<file path="config.mk">
export PLATFORM = sky130hd
export DESIGN_NAME = collision_scanner
export DESIGN_NICKNAME = d
export VERILOG_FILES = /design/src/rtl/collision_scanner.sv
export SDC_FILE = /design/constraint.sdc
export NUM_CORES = 1
export LEC_CHECK = 0
export BUFFER_PORTS_ARGS = -buffer_cell sky130_fd_sc_hd__buf_2
export CORE_MARGIN = 3
export CORE_UTILIZATION = 45
export CTS_CLUSTER_DIAMETER = 50
export CTS_CLUSTER_SIZE = 16
export DETAILED_ROUTE_END_ITERATION = 7
export HOLD_SLACK_MARGIN = 0.03
export PLACE_DENSITY = 0.78
export SYNTH_ARGS = -nofsm -noshare
export SYNTH_HDL_FRONTEND = slang
export SYNTH_SLANG_ARGS = --single-unit
</file>
<file path="constraint.sdc">
create_clock -name clk -period 2.8 [get_ports clk]
set_clock_uncertainty 0.05 [all_clocks]
set_input_delay 0.28 -clock clk [delete_from_list [all_inputs] [get_ports clk]]
set_output_delay 0.28 -clock clk [all_outputs]
set_load 0.05 [all_outputs]
</file>
<file path="src/rtl/collision_scanner.sv">
// collision_scanner: per-frame ball/object collision probes with a registered report once per frame.
// Optional corner probes are enabled by defining COLLISION_CORNER_EN.
module collision_scanner #(
    parameter int NUM_OBJ     = 3,
    parameter int BALL_SIZE   = 8,
    parameter int CNT_W       = 10,
    parameter int REPORT_LINE = 500
) (
    input  logic               clk,
    input  logic               rst,
    input  logic [CNT_W-1:0]   h_cnt,
    input  logic [CNT_W-1:0]   v_cnt,
    input  logic               valid,
    input  logic [NUM_OBJ-1:0] obj_pix,
    input  logic [CNT_W-1:0]   ball_x,
    input  logic [CNT_W-1:0]   ball_y,
    output logic               col_x1,
    output logic               col_x2,
    output logic               col_y1,
    output logic               col_y2,
    output logic               flip_x,
    output logic               flip_y,
    output logic [NUM_OBJ-1:0] hit_mask,
    output logic               report_valid,
    output logic [3:0]         col_corner
);
    localparam int H  = BALL_SIZE / 2;
    localparam int PW = CNT_W + 1;

    typedef enum logic [1:0] {ARMED, SCAN, REPORT} state_t;

    state_t             state;
    logic [CNT_W-1:0]   sx, sy;
    logic               bnd_q, bnd_cond, boundary, act, any;
    logic [3:0]         e, acc_e;
    logic [NUM_OBJ-1:0] acc_m;
    logic [PW-1:0]      hx, vy, x0, xh, xb, y0, yh, yb;

    assign bnd_cond = v_cnt == CNT_W'(REPORT_LINE) && h_cnt == '0;
    assign boundary = bnd_cond && !bnd_q;
    assign act      = valid && |obj_pix;

    // Probe coordinates carry an extra bit so an overflowing probe can never equal a counter value.
    assign hx = {1'b0, h_cnt};
    assign vy = {1'b0, v_cnt};
    assign x0 = {1'b0, sx};
    assign y0 = {1'b0, sy};
    assign xh = x0 + PW'(H);
    assign xb = x0 + PW'(BALL_SIZE);
    assign yh = y0 + PW'(H);
    assign yb = y0 + PW'(BALL_SIZE);

    assign e = {4{act}} & {hx == xh && vy == yb, hx == xh && vy == y0,
                           hx == xb && vy == yh, hx == x0 && vy == yh};

`ifdef COLLISION_CORNER_EN
    logic [3:0] c, acc_c;
    assign c   = {4{act}} & {hx == xb && vy == yb, hx == x0 && vy == yb,
                             hx == xb && vy == y0, hx == x0 && vy == y0};
    assign any = |{e, c};
`else
    assign any        = |e;
    assign col_corner = 4'b0;
`endif

    assign flip_x = col_x1 ^ col_x2;
    assign flip_y = col_y1 ^ col_y2;

    always_ff @(posedge clk or posedge rst) begin
        if (rst) begin
            state        <= ARMED;
            bnd_q        <= 1'b0;
            sx           <= '0;
            sy           <= '0;
            acc_e        <= '0;
            acc_m        <= '0;
            {col_y2, col_y1, col_x2, col_x1} <= '0;
            hit_mask     <= '0;
            report_valid <= 1'b0;
`ifdef COLLISION_CORNER_EN
            acc_c        <= '0;
            col_corner   <= '0;
`endif
        end else begin
            bnd_q        <= bnd_cond;
            report_valid <= 1'b0;
            case (state)
                ARMED: if (boundary) begin
                    sx    <= ball_x;
                    sy    <= ball_y;
                    acc_e <= '0;
                    acc_m <= '0;
`ifdef COLLISION_CORNER_EN
                    acc_c <= '0;
`endif
                    state <= SCAN;
                end
                SCAN: if (boundary) begin
                    {col_y2, col_y1, col_x2, col_x1} <= acc_e;
                    hit_mask     <= acc_m;
                    report_valid <= 1'b1;
`ifdef COLLISION_CORNER_EN
                    col_corner   <= acc_c;
`endif
                    state        <= REPORT;
                end else begin
                    acc_e <= acc_e | e;
                    acc_m <= acc_m | (any ? obj_pix : '0);
`ifdef COLLISION_CORNER_EN
                    acc_c <= acc_c | c;
`endif
                end
                default: begin
                    // Hits seen while reporting belong to the frame that starts now.
                    sx    <= ball_x;
                    sy    <= ball_y;
                    acc_e <= e;
                    acc_m <= any ? obj_pix : '0;
`ifdef COLLISION_CORNER_EN
                    acc_c <= c;
`endif
                    state <= SCAN;
                end
            endcase
        end
    end
endmodule
</file>
==> impl.org <==
** Synthesis
- Among all flip-flop cells after synthesis, the most frequent one is sky130_fd_sc_hd__dfrtp_1.
- In this run, synthesis inferred 0 flip-flops with an integrated enable.
- The Yosys step of the flow raised 0 warnings.
- Synthesis instantiated 50 different standard cells from the library.
- Mean cell area of the mapped netlist :: 9.54 sq um
- The cell area that synthesis handed to floorplanning was 2570 sq um.
- FF+latch count, synth :: 38
- The cell count after synthesis came out at 269.
- Async set-or-reset flop fraction in the synthesized netlist :: 1.00
- Sequential fraction of the synthesis area :: 0.371

** Clocking
- # hold bufs at CTS :: 0
- The clock drives 38 sinks.
- Deepest level of the CTS H-tree :: 2
- For the worst-skew pair, the clock arrives at the later sink with an insertion delay of 0.29 ns.
- Post-CTS sizing :: 0
- Buffers inserted by post-CTS timing repair :: 0
- TritonCTS clock tree :: done
- Buffers from clock root to sink, at most :: 2
- Clock buffer count from CTS :: 5
- Cell at the root of the clock tree :: sky130_fd_sc_hd__clkbuf_8
- Clock-pin transition on the worst setup and hold timing paths :: 0.07 ns

** Worst setup path
- In this run the critical register-to-register path is captured at acc_e[0].
- The signal on the critical path passes through ha_1 > xnor3_1 > nand4_1 > or4_1 > a211oi_2 > and2_1 > a22o_1.
- Worst setup slack for register-to-register paths :: 0.41 ns
- The largest individual stage delay along the critical path comes from the cell sky130_fd_sc_hd__or4_1.
- For the worst setup path, the data arrival time is 2.57 ns.
- STA puts the critical path data required time at 2.98 ns.
- FF-to-FF path depth :: 7
- Worst setup SP type :: flop
- Maximum fanout along the worst path :: 6
- R2r startpoint :: sy[2]
- The worst setup path is of the flop to flop kind.
- Maximum cell stage delay along the critical path :: 0.54 ns
- Capturing element type of the critical path :: flop

** Cells and area
- Final Util :: 0.559
- The area growth from synthesis to layout is 15.6%.
- Diode count :: 0
- Filler Cells Inserted :: 489
- The final layout contains 373 nets.
- Post-route cell area :: 2970 sq um
- Fraction of layout instances using a drive strength above 1 :: 0.245

** Worst hold path
- HP Class :: primary input to async pin

** Floorplan
- For this configuration, the core starts out at a cell density of 0.484.
- Area enclosed by the die boundary :: 6640 sq um
- For this design the top-level I/O count stands at 60.
- The core region is 5300 sq um.
- Measured along the y axis, the die boundary spans 81.5 um.
- The die is 81.5 um wide.
- Rows :: 26

** Global route
- Largest net degree at the start of global routing :: 39
- The initial antenna violation count is 0.
- Global-route usage over all layers :: 0.191
- The number of global-route vias before repair came to 2015.
- Global-route wire length before repair :: 9.53 mm
- Global-route congestion overflow total :: 0

** Timing
- Highest clock frequency the design can meet :: 419 MHz
- Relative max-transition margin :: 0.558
- Slew Viols, Final :: 0
- Final setup fails :: 0
- Setup slack of the critical path after layout :: 0.413 ns
- Dividing the final minimum period by the clock period gives 0.853.
- Unrepaired setup endpoints after global routing :: no
- Final critical-path required period :: 2.39 ns
- Setup TNS Final :: 0 ns
- For the pin with the worst max-slew slack, the measured transition is 0.663 ns.
- The total count of hold-check failures in the final report is 0.
- The tightest hold path in the finished design has a slack of 0.0445 ns.

** Place
- After detailed placement, the total cell area comes to 2880 sq um.
- Summed over all nets, the half-perimeter wirelength after detailed placement is 4.80 mm.
- Number of I/O port buffers :: 55
- Prior to clock tree synthesis, the placed netlist has a worst setup slack of 0.417 ns.
- Weighted congestion reported at the end of routability-driven placement :: 0.938

** Power
- Summed over all cells, the static leakage comes to 1.45 nW.
- IR analysis of the VDD net gives a maximum drop of 288 uV.
- Ratio of total power to cell area :: 350 nW/um^2

** Detailed routing
- Across all layers, the routed design uses 2180 vias.
- In the routed design, unresolved DRC markers number 0.
- The pre-antenna-repair detailed-routing pass consisted of 5 iterations.
- The routed design has 5.97 mm of wire.
- Vias/cell :: 5.56
- Routed WL per cell :: 15.2 um
- For this block, the initial DRC count from the detailed router was 153.
- Remaining number of nets flagged by the antenna check after routing :: 0

** Outcome
- Result of the run :: complete, no violations

** Job
- Across the run, the number of max-cap violations was 0.
==> kinds of logic (layout without fill, tap and decap cells) <==
family / Yosys count / after routing / share of synthesized area
adder cells (fa/ha/maj): 4 / 4 / 0.0195
flip-flops: 38 / 38 / 0.371
AO/OA/AOI/OAI: 35 / 35 / 0.111
XOR/XNOR: 38 / 38 / 0.135
AND/OR/NAND/NOR: 110 / 110 / 0.231
other: 1 / 4 / 0.00146
multiplexers: 20 / 20 / 0.0878
buffers and inverters: 23 / 73 / 0.0439
==> registers in the layout, indices dropped and copies added (netlist names) <==
| register | cells |
|---|---|
| hit_mask | 3 |
| report_valid | 1 |
| col_y2 | 1 |
| state | 2 |
| col_x1 | 1 |
| acc_e | 4 |
| sx | 10 |
| bnd_q | 1 |
| acc_m | 3 |
| sy | 10 |
| col_x2 | 1 |
| col_y1 | 1 |
==> cell usage after synthesis (2+ instances only) <==
cell | n | share of area
sky130_fd_sc_hd__a211o_1 | 3 | 0.010
sky130_fd_sc_hd__dfrtp_1 | 38 | 0.37
sky130_fd_sc_hd__or3b_1 | 2 | 0.0068
sky130_fd_sc_hd__ha_1 | 4 | 0.020
sky130_fd_sc_hd__a21oi_1 | 4 | 0.0078
sky130_fd_sc_hd__or3_1 | 2 | 0.0049
sky130_fd_sc_hd__buf_2 | 6 | 0.012
sky130_fd_sc_hd__a311oi_1 | 2 | 0.0068
sky130_fd_sc_hd__nor3b_1 | 4 | 0.012
sky130_fd_sc_hd__inv_1 | 9 | 0.013
sky130_fd_sc_hd__nand3_1 | 14 | 0.027
sky130_fd_sc_hd__nand2_1 | 39 | 0.057
sky130_fd_sc_hd__mux2_1 | 10 | 0.044
sky130_fd_sc_hd__nand2b_1 | 3 | 0.0073
sky130_fd_sc_hd__nor2_1 | 6 | 0.0088
sky130_fd_sc_hd__a22o_1 | 3 | 0.010
sky130_fd_sc_hd__mux2_2 | 10 | 0.044
sky130_fd_sc_hd__nor4_1 | 11 | 0.027
sky130_fd_sc_hd__nor3_1 | 5 | 0.0097
sky130_fd_sc_hd__xor2_1 | 23 | 0.078
sky130_fd_sc_hd__o2111ai_1 | 3 | 0.010
sky130_fd_sc_hd__o211ai_1 | 4 | 0.012
sky130_fd_sc_hd__or4_1 | 3 | 0.0088
sky130_fd_sc_hd__a31oi_1 | 3 | 0.0073
sky130_fd_sc_hd__o21ai_0 | 4 | 0.0078
sky130_fd_sc_hd__nor2b_1 | 3 | 0.0073
sky130_fd_sc_hd__buf_4 | 5 | 0.015
sky130_fd_sc_hd__nand4_1 | 7 | 0.017
sky130_fd_sc_hd__clkbuf_1 | 3 | 0.0044
sky130_fd_sc_hd__and3_1 | 3 | 0.0073
sky130_fd_sc_hd__xnor2_1 | 14 | 0.048
==> cells in the final DEF, fill, tap and decap left out, types with 7 or more instances in the layout <==
master                    instances
sky130_fd_sc_hd__nand2_1         39
sky130_fd_sc_hd__nand4_1          7
sky130_fd_sc_hd__inv_1            9
sky130_fd_sc_hd__buf_2           55
sky130_fd_sc_hd__mux2_2          10
sky130_fd_sc_hd__nand3_1         14
sky130_fd_sc_hd__xnor2_1         14
sky130_fd_sc_hd__mux2_1          10
sky130_fd_sc_hd__dfrtp_1         38
sky130_fd_sc_hd__xor2_1          23
sky130_fd_sc_hd__nor4_1          11
==> area by class of cell <==
cell class / instances / area, sq um / share of cell area
flip-flops and latches: 38 / 951 / 0.321
clock buffers: 6 / 82.6 / 0.0278
well taps: 70 / 87.6 / 0.0295
multi-input cells: 211 / 1510 / 0.510
inverters: 9 / 33.8 / 0.0114
repair buffers: 58 / 298 / 0.100
==> power by group <==
group	switching (mW)	internal [mW]	leakage, nW	total, mW
clock network	0.178	0.190	0.0431	0.368
registers	0.0000293	0.549	0.531	0.549
logic	0.0752	0.0466	0.871	0.122
total	0.253	0.785	1.45	1.04
==> layer usage <==
layer,track usage,vias up,routed length [um]
met1,0.279,1009,2800
met3,0.0482,13,434
met2,0.264,87,2580
li1,-,1071,-
met4,0.0811,0,160
met5,0,-,0
==> worst max-delay path by stage <==
stage | end | cells after the start | slack (ns) | start
final | acc_e[0] | 7 | 0.41 | sy[2]
after global routing | acc_m[2] | 7 | 0.24 | sx[4]
after CTS | acc_e[0] | 7 | 0.41 | sy[2]
after detailed placement | acc_e[0] | 7 | 0.42 | sy[2]
after global placement | acc_e[0] | 7 | 0.45 | sy[2]
after floorplan | acc_e[0] | 7 | 0.63 | sy[2]
==> worst max-delay path, delay by kind of cell, from the launching register on <==
family / cells / cell delay, ns
compound gates: 2 / 0.46
simple gates: 3 / 0.84
fa+ha+maj: 1 / 0.26
xor+xnor: 1 / 0.28
flops: 1 / 0.45
==> per-stage QoR <==
| stage | total power [mW] | cells |
|---|---|---|
| 6_report | 1.04 | 392 |
| 3_5_place_dp | 0.681 | 386 |
| 3_3_place_gp | 0.680 | 386 |
| 4_1_cts | 1.05 | 392 |
| 5_1_grt | 1.09 | 392 |
| 2_1_floorplan | 0.625 | 272 |
(Power assumes the default switching activity.)
